--- src/rtl/int2ascii_tx.sv ---
`default_nettype none
// ============================================================================
//  Module   : int2ascii_tx
//  Purpose  : Converts an unsigned binary integer to its decimal ASCII digit
//             stream (most significant digit first, leading zeros dropped)
//             using iterative double-dabble, with an optional trailing FIX
//             SOH delimiter. Valid/ready byte output with backpressure.
//  Revision : 1.0  initial release
// ============================================================================
module int2ascii_tx #(
  parameter int         WIDTH      = 16,
  parameter int         DIGITS     = 5,
  parameter bit         APPEND_SOH = 1'b0,
  parameter logic [7:0] SOH_CHAR   = 8'h01
) (
  input  logic             clk,
  input  logic             rst,
  input  logic             in_valid_i,
  input  logic [WIDTH-1:0] value_i,
  output logic             in_ready_o,
  output logic [7:0]       data_o,
  output logic             valid_o,
  input  logic             ready_i,
  output logic             last_o,
  output logic             done_o
);

  // Minimum digit count = ceil(WIDTH * log10(2)), in fixed point.
  localparam int MIN_DIGITS = (WIDTH * 30103 + 99999) / 100000;
  localparam int BCDW       = DIGITS * 4;
  localparam int IDXW       = (DIGITS > 1) ? $clog2(DIGITS) : 1;
  localparam int CNTW       = $clog2(WIDTH + 1);

  if (DIGITS < MIN_DIGITS) begin : g_digits_check
    $error("int2ascii_tx: DIGITS too small for WIDTH");
  end

  typedef enum logic [1:0] {
    S_IDLE    = 2'd0,
    S_CONVERT = 2'd1,
    S_EMIT    = 2'd2,
    S_TERM    = 2'd3
  } state_t;

  state_t            state;
  logic [WIDTH-1:0]  shift_reg;
  logic [BCDW-1:0]   bcd;
  logic [CNTW-1:0]   cnt;
  logic [IDXW-1:0]   idx;

  logic [BCDW-1:0]   bcd_adj;
  logic [BCDW-1:0]   bcd_next;
  logic [IDXW-1:0]   lz_idx;
  logic [IDXW-1:0]   idx_dec;

  // Pick one BCD digit out of the packed vector by digit index.
  function automatic logic [3:0] digit_at(input logic [BCDW-1:0] b,
                                          input logic [IDXW-1:0] k);
    digit_at = 4'd0;
    for (int i = 0; i < DIGITS; i++) begin
      if (k == IDXW'(i)) digit_at = b[4*i +: 4];
    end
  endfunction

  // Add-3 correction for every BCD digit that would overflow on doubling.
  for (genvar d = 0; d < DIGITS; d++) begin : g_adj
    assign bcd_adj[4*d +: 4] = (bcd[4*d +: 4] >= 4'd5) ? (bcd[4*d +: 4] + 4'd3)
                                                        : bcd[4*d +: 4];
  end

  // Shift the next binary bit into the corrected BCD register.
  assign bcd_next = {bcd_adj[BCDW-2:0], shift_reg[WIDTH-1]};
  assign idx_dec  = idx - IDXW'(1);

  // Leading-zero scan: index of the highest nonzero digit, 0 when all are zero.
  always_comb begin
    lz_idx = '0;
    for (int i = 0; i < DIGITS; i++) begin
      if (bcd_next[4*i +: 4] != 4'd0) lz_idx = IDXW'(i);
    end
  end

  assign in_ready_o = (state == S_IDLE);

  // Main controller: accept, convert one bit per cycle, then stream digits.
  // Entering EMIT spends one cycle loading the first byte, giving the
  // WIDTH+1 cycle accept-to-valid latency.
  always_ff @(posedge clk or posedge rst) begin
    if (rst) begin
      state     <= S_IDLE;
      shift_reg <= '0;
      bcd       <= '0;
      cnt       <= '0;
      idx       <= '0;
      data_o    <= 8'h00;
      valid_o   <= 1'b0;
      last_o    <= 1'b0;
      done_o    <= 1'b0;
    end else begin
      done_o <= 1'b0;
      case (state)
        S_IDLE: begin
          if (in_valid_i) begin
            shift_reg <= value_i;
            bcd       <= '0;
            cnt       <= CNTW'(WIDTH);
            state     <= S_CONVERT;
          end
        end

        S_CONVERT: begin
          bcd       <= bcd_next;
          shift_reg <= shift_reg << 1;
          cnt       <= cnt - CNTW'(1);
          if (cnt == CNTW'(1)) begin
            idx   <= lz_idx;
            state <= S_EMIT;
          end
        end

        S_EMIT: begin
          if (!valid_o) begin
            valid_o <= 1'b1;
            data_o  <= {4'h3, digit_at(bcd, idx)};
            last_o  <= (idx == '0) && (APPEND_SOH == 1'b0);
          end else if (ready_i) begin
            if (idx != '0) begin
              idx    <= idx_dec;
              data_o <= {4'h3, digit_at(bcd, idx_dec)};
              last_o <= (idx_dec == '0) && (APPEND_SOH == 1'b0);
            end else if (APPEND_SOH) begin
              data_o <= SOH_CHAR;
              last_o <= 1'b1;
              state  <= S_TERM;
            end else begin
              valid_o <= 1'b0;
              last_o  <= 1'b0;
              done_o  <= 1'b1;
              state   <= S_IDLE;
            end
          end
        end

        S_TERM: begin
          if (ready_i) begin
            valid_o <= 1'b0;
            last_o  <= 1'b0;
            done_o  <= 1'b1;
            state   <= S_IDLE;
          end
        end

        default: state <= S_IDLE;
      endcase
    end
  end

endmodule
`default_nettype wire

--- config.mk ---
export PLATFORM = sky130hd
export DESIGN_NAME = int2ascii_tx
export DESIGN_NICKNAME = d
export VERILOG_FILES = /design/src/rtl/int2ascii_tx.sv
export SDC_FILE = /design/constraint.sdc
export NUM_CORES = 1
export LEC_CHECK = 0
export ABC_AREA = 1
export BUFFER_PORTS_ARGS = -buffer_cell sky130_fd_sc_hd__buf_2
export CAP_MARGIN = 20
export CORE_UTILIZATION = 25
export DETAILED_ROUTE_END_ITERATION = 16
export PLACE_DENSITY = 0.36
export SYNTH_ARGS = -nofsm -noshare
export SYNTH_HDL_FRONTEND = slang
export SYNTH_SLANG_ARGS = --single-unit
--- constraint.sdc ---
create_clock -name clk -period 3.5 [get_ports clk]
set_input_delay 0.525 -clock clk [delete_from_list [all_inputs] [get_ports clk]]
set_output_delay 0.525 -clock clk [all_outputs]
set_load 0.01 [all_outputs]
After elaboration in Yosys (flattened, before gate mapping). Index checks and enable logic that the tools add are counted.

Input port bits: 20. Logic and storage cells: 114. Register bits after elaboration: 57. Output and inout port bits: 12.

Equal/unequal tests: 22. Order comparisons: 5. $add $sub $neg: 7. Reductions and logical operators: 17. Multiplexer cells: 54.

Operator list (count): $mux W4 (14); $pmux W20 S2 (1); $pmux W16 S2 (1); $mux W8 (3); $ge A4 B3 Y1 const B (5); $mux W20 (1); $mux W3 (6); $add A4 B2 Y4 const B (4); $mux W16 (1); $mux W2 (8); $reduce_bool A4 Y1 (4); $ne A2 B2 Y1 const B (7); $eq A3 B2 Y1 const B (4); $mux W1 (12); $pmux W5 S2 (1); $pmux W2 S4 (1); $eq A3 B1 Y1 const B (2); $eq A3 B3 Y1 const B (2); $logic_not A3 Y1 (2); $pmux W1 S2 (3); $pmux W3 S2 (1); $reduce_and A3 Y1 (2); $reduce_and A6 Y1 (1); $reduce_bool A2 Y1 (3); other kinds (13) (16).

Logic depth before layout (Yosys ltp).
Depth after elaboration: 10. Mapped depth: 14. Mapped depth without buffers: 14.

Least setup slack after synthesis. No wires, ideal clock.

Path type: reg-to-reg. Start point: register idx[0]. End point: register state[0]. Library setup time: 0.131 ns. Data arrival time: 1.464 ns. Required time: 3.369 ns. Buffers on the path: 0. Slack: 1.905 ns. Clock period less this slack: 1.595 ns. Cell stages (with the launch flop): 10. Path through: dfrtp_1 -> inv_1 -> ha_1 -> inv_1 -> nor2_1 -> inv_1 -> nand2_1 -> nand3_1 -> nor3_1 -> o21ai_0.

Word-level cells in the longest chain between the ends: 3.

Ends and longest elaborated chain: from (decl) (RTL line 49) `logic [IDXW-1:0] idx;`; from (signal assigned) (RTL line 116) `idx <= lz_idx;`; from (signal assigned) (RTL line 128) `idx <= idx_dec;`; $reduce_bool A3 Y1 (RTL line 127) `if (idx != '0) begin`; $ne A2 B2 Y1 (no line); $reduce_and A6 Y1 (no line); to (signal assigned) (RTL line 134) `state <= S_TERM;`; to (signal assigned) (RTL line 139) `state <= S_IDLE;`; to (signal assigned) (RTL line 149) `state <= S_IDLE;`; to (decl) (RTL line 45) `state_t state;`.

Every way passes these cells. A chain may end at the register's enable or synchronous reset.

Worst setup path in the final report.
Start point: register state[0]. End point: register bcd[13].

Word-level cells in the longest chain between the ends: 3. Elaborated cells between the ends (all ways): 6. Classes of those cells: 2 x eq/ne; 1 x mux; 3 x reduce/logical.

Ends and longest elaborated chain: from (signal assigned) (RTL line 90) `state <= S_IDLE;`; from (signal assigned) (RTL line 107) `state <= S_CONVERT;`; from (signal assigned) (RTL line 117) `state <= S_EMIT;`; $eq A2 B1 Y1 / $logic_not A2 Y1 (equally long branches) (RTL line 101) `case (state)`; $reduce_bool A2 Y1 (no line) / $ne A2 B2 Y1 (equally long branches); $reduce_and A2 Y1 (no line); to (signal assigned) (RTL line 112) `bcd <= bcd_next;`; to (decl) (RTL line 47) `logic [BCDW-1:0] bcd;`.

Several ways; a longest one is shown, not always the timed one.

==> out/metrics.yaml <==
rows: 42
cp_common_cell: "buf_4"
antenna_found_initial: 1
die_area_sq_um: 14100
clockBufferDepth: 2
leakagePower_uw: 0.00196
fmax_mhz: 496
tritoncts: "built"
syn_area_per_cell_sq_um: 7.18
wl_per_cell_microns: 14.0
synthDistinctLibCells: 32
worst_slack_ns: 1.48
final-instance-count-excl-fill: 677
switching_share_pct: 47.5
ir_drop_uv: 224
grt_util_met3_pct: 2.46
syn_to_final_growth_pct: 15.8
critPathMaxFanout: 20
maxCapViolCount: 0
coreArea_sq_um: 13200
hold_viol_final: 0
internal-power_uw: 1950
cts_hold_buf: 0
grt_pass1_wl_microns: 15600
clkTransAtPathRegs_ns: 0.07
wirelength_microns: 9470
grt_overflow: 0
syn-instance-count: 473
outcome: "finished, final reports clean"
use_met1_pct: 18.7
drcViolationCount: 0
rsz0062_at_grt: "no"
dp_hpwl_microns: 7040
power_frac_comb_pct: 52.9
gp_congestion: 0.809
post_cts.repair.setup_buffers: 0
cts_inserted_buffers: 5
gr-max-usage-layer: "met2"
portBuffers: 29
seqPwrFrac_pct: 29.2
power.density_nw_per_um2: 946
cp_slowest_cell: "dfrtp_1"
slowest_delay_ns: 0.47
ctsResizeCount: 0
design_area_sq_um: 3930
largest_reg_flops: 20
grt_max_degree: 36
worst-setup-path-type: "reg -> reg"
fin_crit_ns: 2.02
via_per_inst: 4.69
cp-start-kind: "flip-flop"
finalSetupTns_ns: 0
first_pass_iters: 4
fin_crit_sh_pct: 57.6
dr.first_iter.drc_count: 231
skew_ns: 0.00791
crit_chain: "nor2_2, buf_4, nand2_1, buf_4, nand2_1, buf_4, o22ai_1"
p_clk_share_pct: 18.0
ant_nets: 0
hold_class: "in -> async"
die_y_microns: 119
grt_pass1_vias: 3001
vias: 3175
grt_use_met2_pct: 23.5
seq_area_frac_synth_pct: 39.8
drive_above_1_share_pct: 11.4
cp.required_ns: 3.65
cts.sinks: 54
maxSlewViolCount: 0
syn_area_sq_um: 3400
grt_use_total_pct: 14.1
worstSkewPairLatency_ns: 0.30
arrival_ns: 2.17
p_sw_uw: 1770
start_util_pct: 25.7
cp-end-kind: "flip-flop"
die_w_microns: 119
setup_viol: 0
finalNetCount: 537
dpl.cell_count: 669
n_antenna_cell: 0
yosys_warnings: 0
pin_count: 32
clock-root-buffer: "clkbuf_16"
cts_max_level: 2
fin_util_pct: 29.7
pre_cts_ws_ns: 1.44
ys_ff_latch: 54
dpl_cell_area_sq_um: 3730
-- cells by family (layout without fill, tap and decap cells) --
group | Yosys count | after routing | share of synthesized area, %
xor+xnor | 4 | 4 | 1.03
simple gates | 231 | 231 | 29.6
mux | 1 | 1 | 0.295
compound gates | 80 | 80 | 13.0
buf+inv | 85 | 112 | 9.90
fa+ha+maj | 17 | 17 | 6.26
other cells | 1 | 2 | 0.110
flops | 54 | 54 | 39.8
-- area by class of cell --
class / count / area (sq um)
clock buffers: 6 / 139
well taps: 176 / 220
multi-input cells: 335 / 1710
inverters: 69 / 259
flip-flops and latches: 54 / 1350
clock inverters: 2 / 60.1
fillers: 1497 / 9310
repair buffers: 35 / 190
-- synthesized netlist by cell type --
cell type | count | share of area [%]
a21boi_0 | 1 | 0.22
a21boi_1 | 1 | 0.22
dfrtp_1 | 54 | 40
nand3_1 | 70 | 10
or2_2 | 1 | 0.18
nor3_1 | 5 | 0.74
o211ai_1 | 2 | 0.44
o21ai_2 | 1 | 0.26
inv_1 | 64 | 7.1
o21ai_1 | 8 | 1.2
a31oi_1 | 4 | 0.74
clkbuf_1 | 6 | 0.66
nor2_4 | 2 | 0.66
nor2_2 | 2 | 0.37
mux2i_1 | 1 | 0.29
o21bai_1 | 1 | 0.22
conb_1 | 1 | 0.11
nand3_2 | 2 | 0.59
inv_2 | 5 | 0.55
a21oi_1 | 10 | 1.5
clkbuf_2 | 1 | 0.15
nor2_1 | 15 | 1.7
buf_2 | 4 | 0.59
nand4_1 | 4 | 0.74
buf_4 | 3 | 0.66
o21ai_0 | 36 | 5.3
o31ai_1 | 1 | 0.22
o22ai_1 | 15 | 2.8
nand2_1 | 130 | 14
ha_1 | 17 | 6.3
xor2_1 | 4 | 1.0
buf_1 | 2 | 0.22
-- power by group through the flow --
| stage | clock [uW] | combinational (uW) | sequential, uW |
|---|---|---|---|
| final | 668 | 1970 | 1090 |
| after global routing | 718 | 2250 | 1130 |
| after CTS | 697 | 2010 | 1090 |
| after detailed placement | 0 | 2000 | 1100 |
| after global placement | 0 | 2000 | 1100 |
| after floorplan | 0 | 1440 | 1050 |
-- worst max-delay path: cells and delay by family, from the launching register on --
| family | cells | cell delay, ns |
|---|---|---|
| and+or+nand+nor | 3 | 0.53 |
| buffers and inverters | 3 | 0.74 |
| AOI/OAI and AO/OA | 1 | 0.11 |
| DFF | 1 | 0.47 |
-- routing by layer --
layer	part of all wire (%)	up-vias
met3	2.6	13
li1	-	1596
met4	1.4	2
met5	0.14	-
met2	47	66
met1	49	1498
-- placed cells by master, fill, tap and decap left out, types with 4 or more instances in the layout --
cell / synthesis / final
a31oi_1: 4 / 4
nand2_1: 130 / 130
nand4_1: 4 / 4
nor2_1: 15 / 15
dfrtp_1: 54 / 54
nor3_1: 5 / 5
o21ai_0: 36 / 36
ha_1: 17 / 17
clkbuf_16: 0 / 5
buf_4: 3 / 6
o22ai_1: 15 / 15
buf_2: 4 / 29
nand3_1: 70 / 70
inv_2: 5 / 6
o21ai_1: 8 / 8
inv_1: 64 / 63
a21oi_1: 10 / 10
xor2_1: 4 / 4
-- through the flow --
stage	power, uW	hold slack [ns]
final	3720	0.230
after global routing	4100	0.275
after CTS	3790	0.254
after detailed placement	3100	0.463
after global placement	3110	0.459
after floorplan	2500	0.440
-- path summary, 6_finish.rpt --
kind	from	to	slack (ns)	depth (start not counted)
max in group asynchronous	rst	bcd[9]$_DFFE_PP0P_	2.41	3
setup reg to reg	state[0]$_DFFE_PP0P_	bcd[13]$_DFFE_PP0P_	1.48	7
hold reg to reg	data_o[0]$_DFFE_PP0P_	data_o[0]$_DFFE_PP0P_	0.48	2
setup / recovery	state[0]$_DFFE_PP0P_	bcd[13]$_DFFE_PP0P_	1.48	7
min in group clk	value_i[0]	shift_reg[0]$_DFFE_PP0P_	0.46	3
hold / removal	rst	last_o$_DFFE_PP0P_	0.23	2
(Power assumes the default switching activity.)
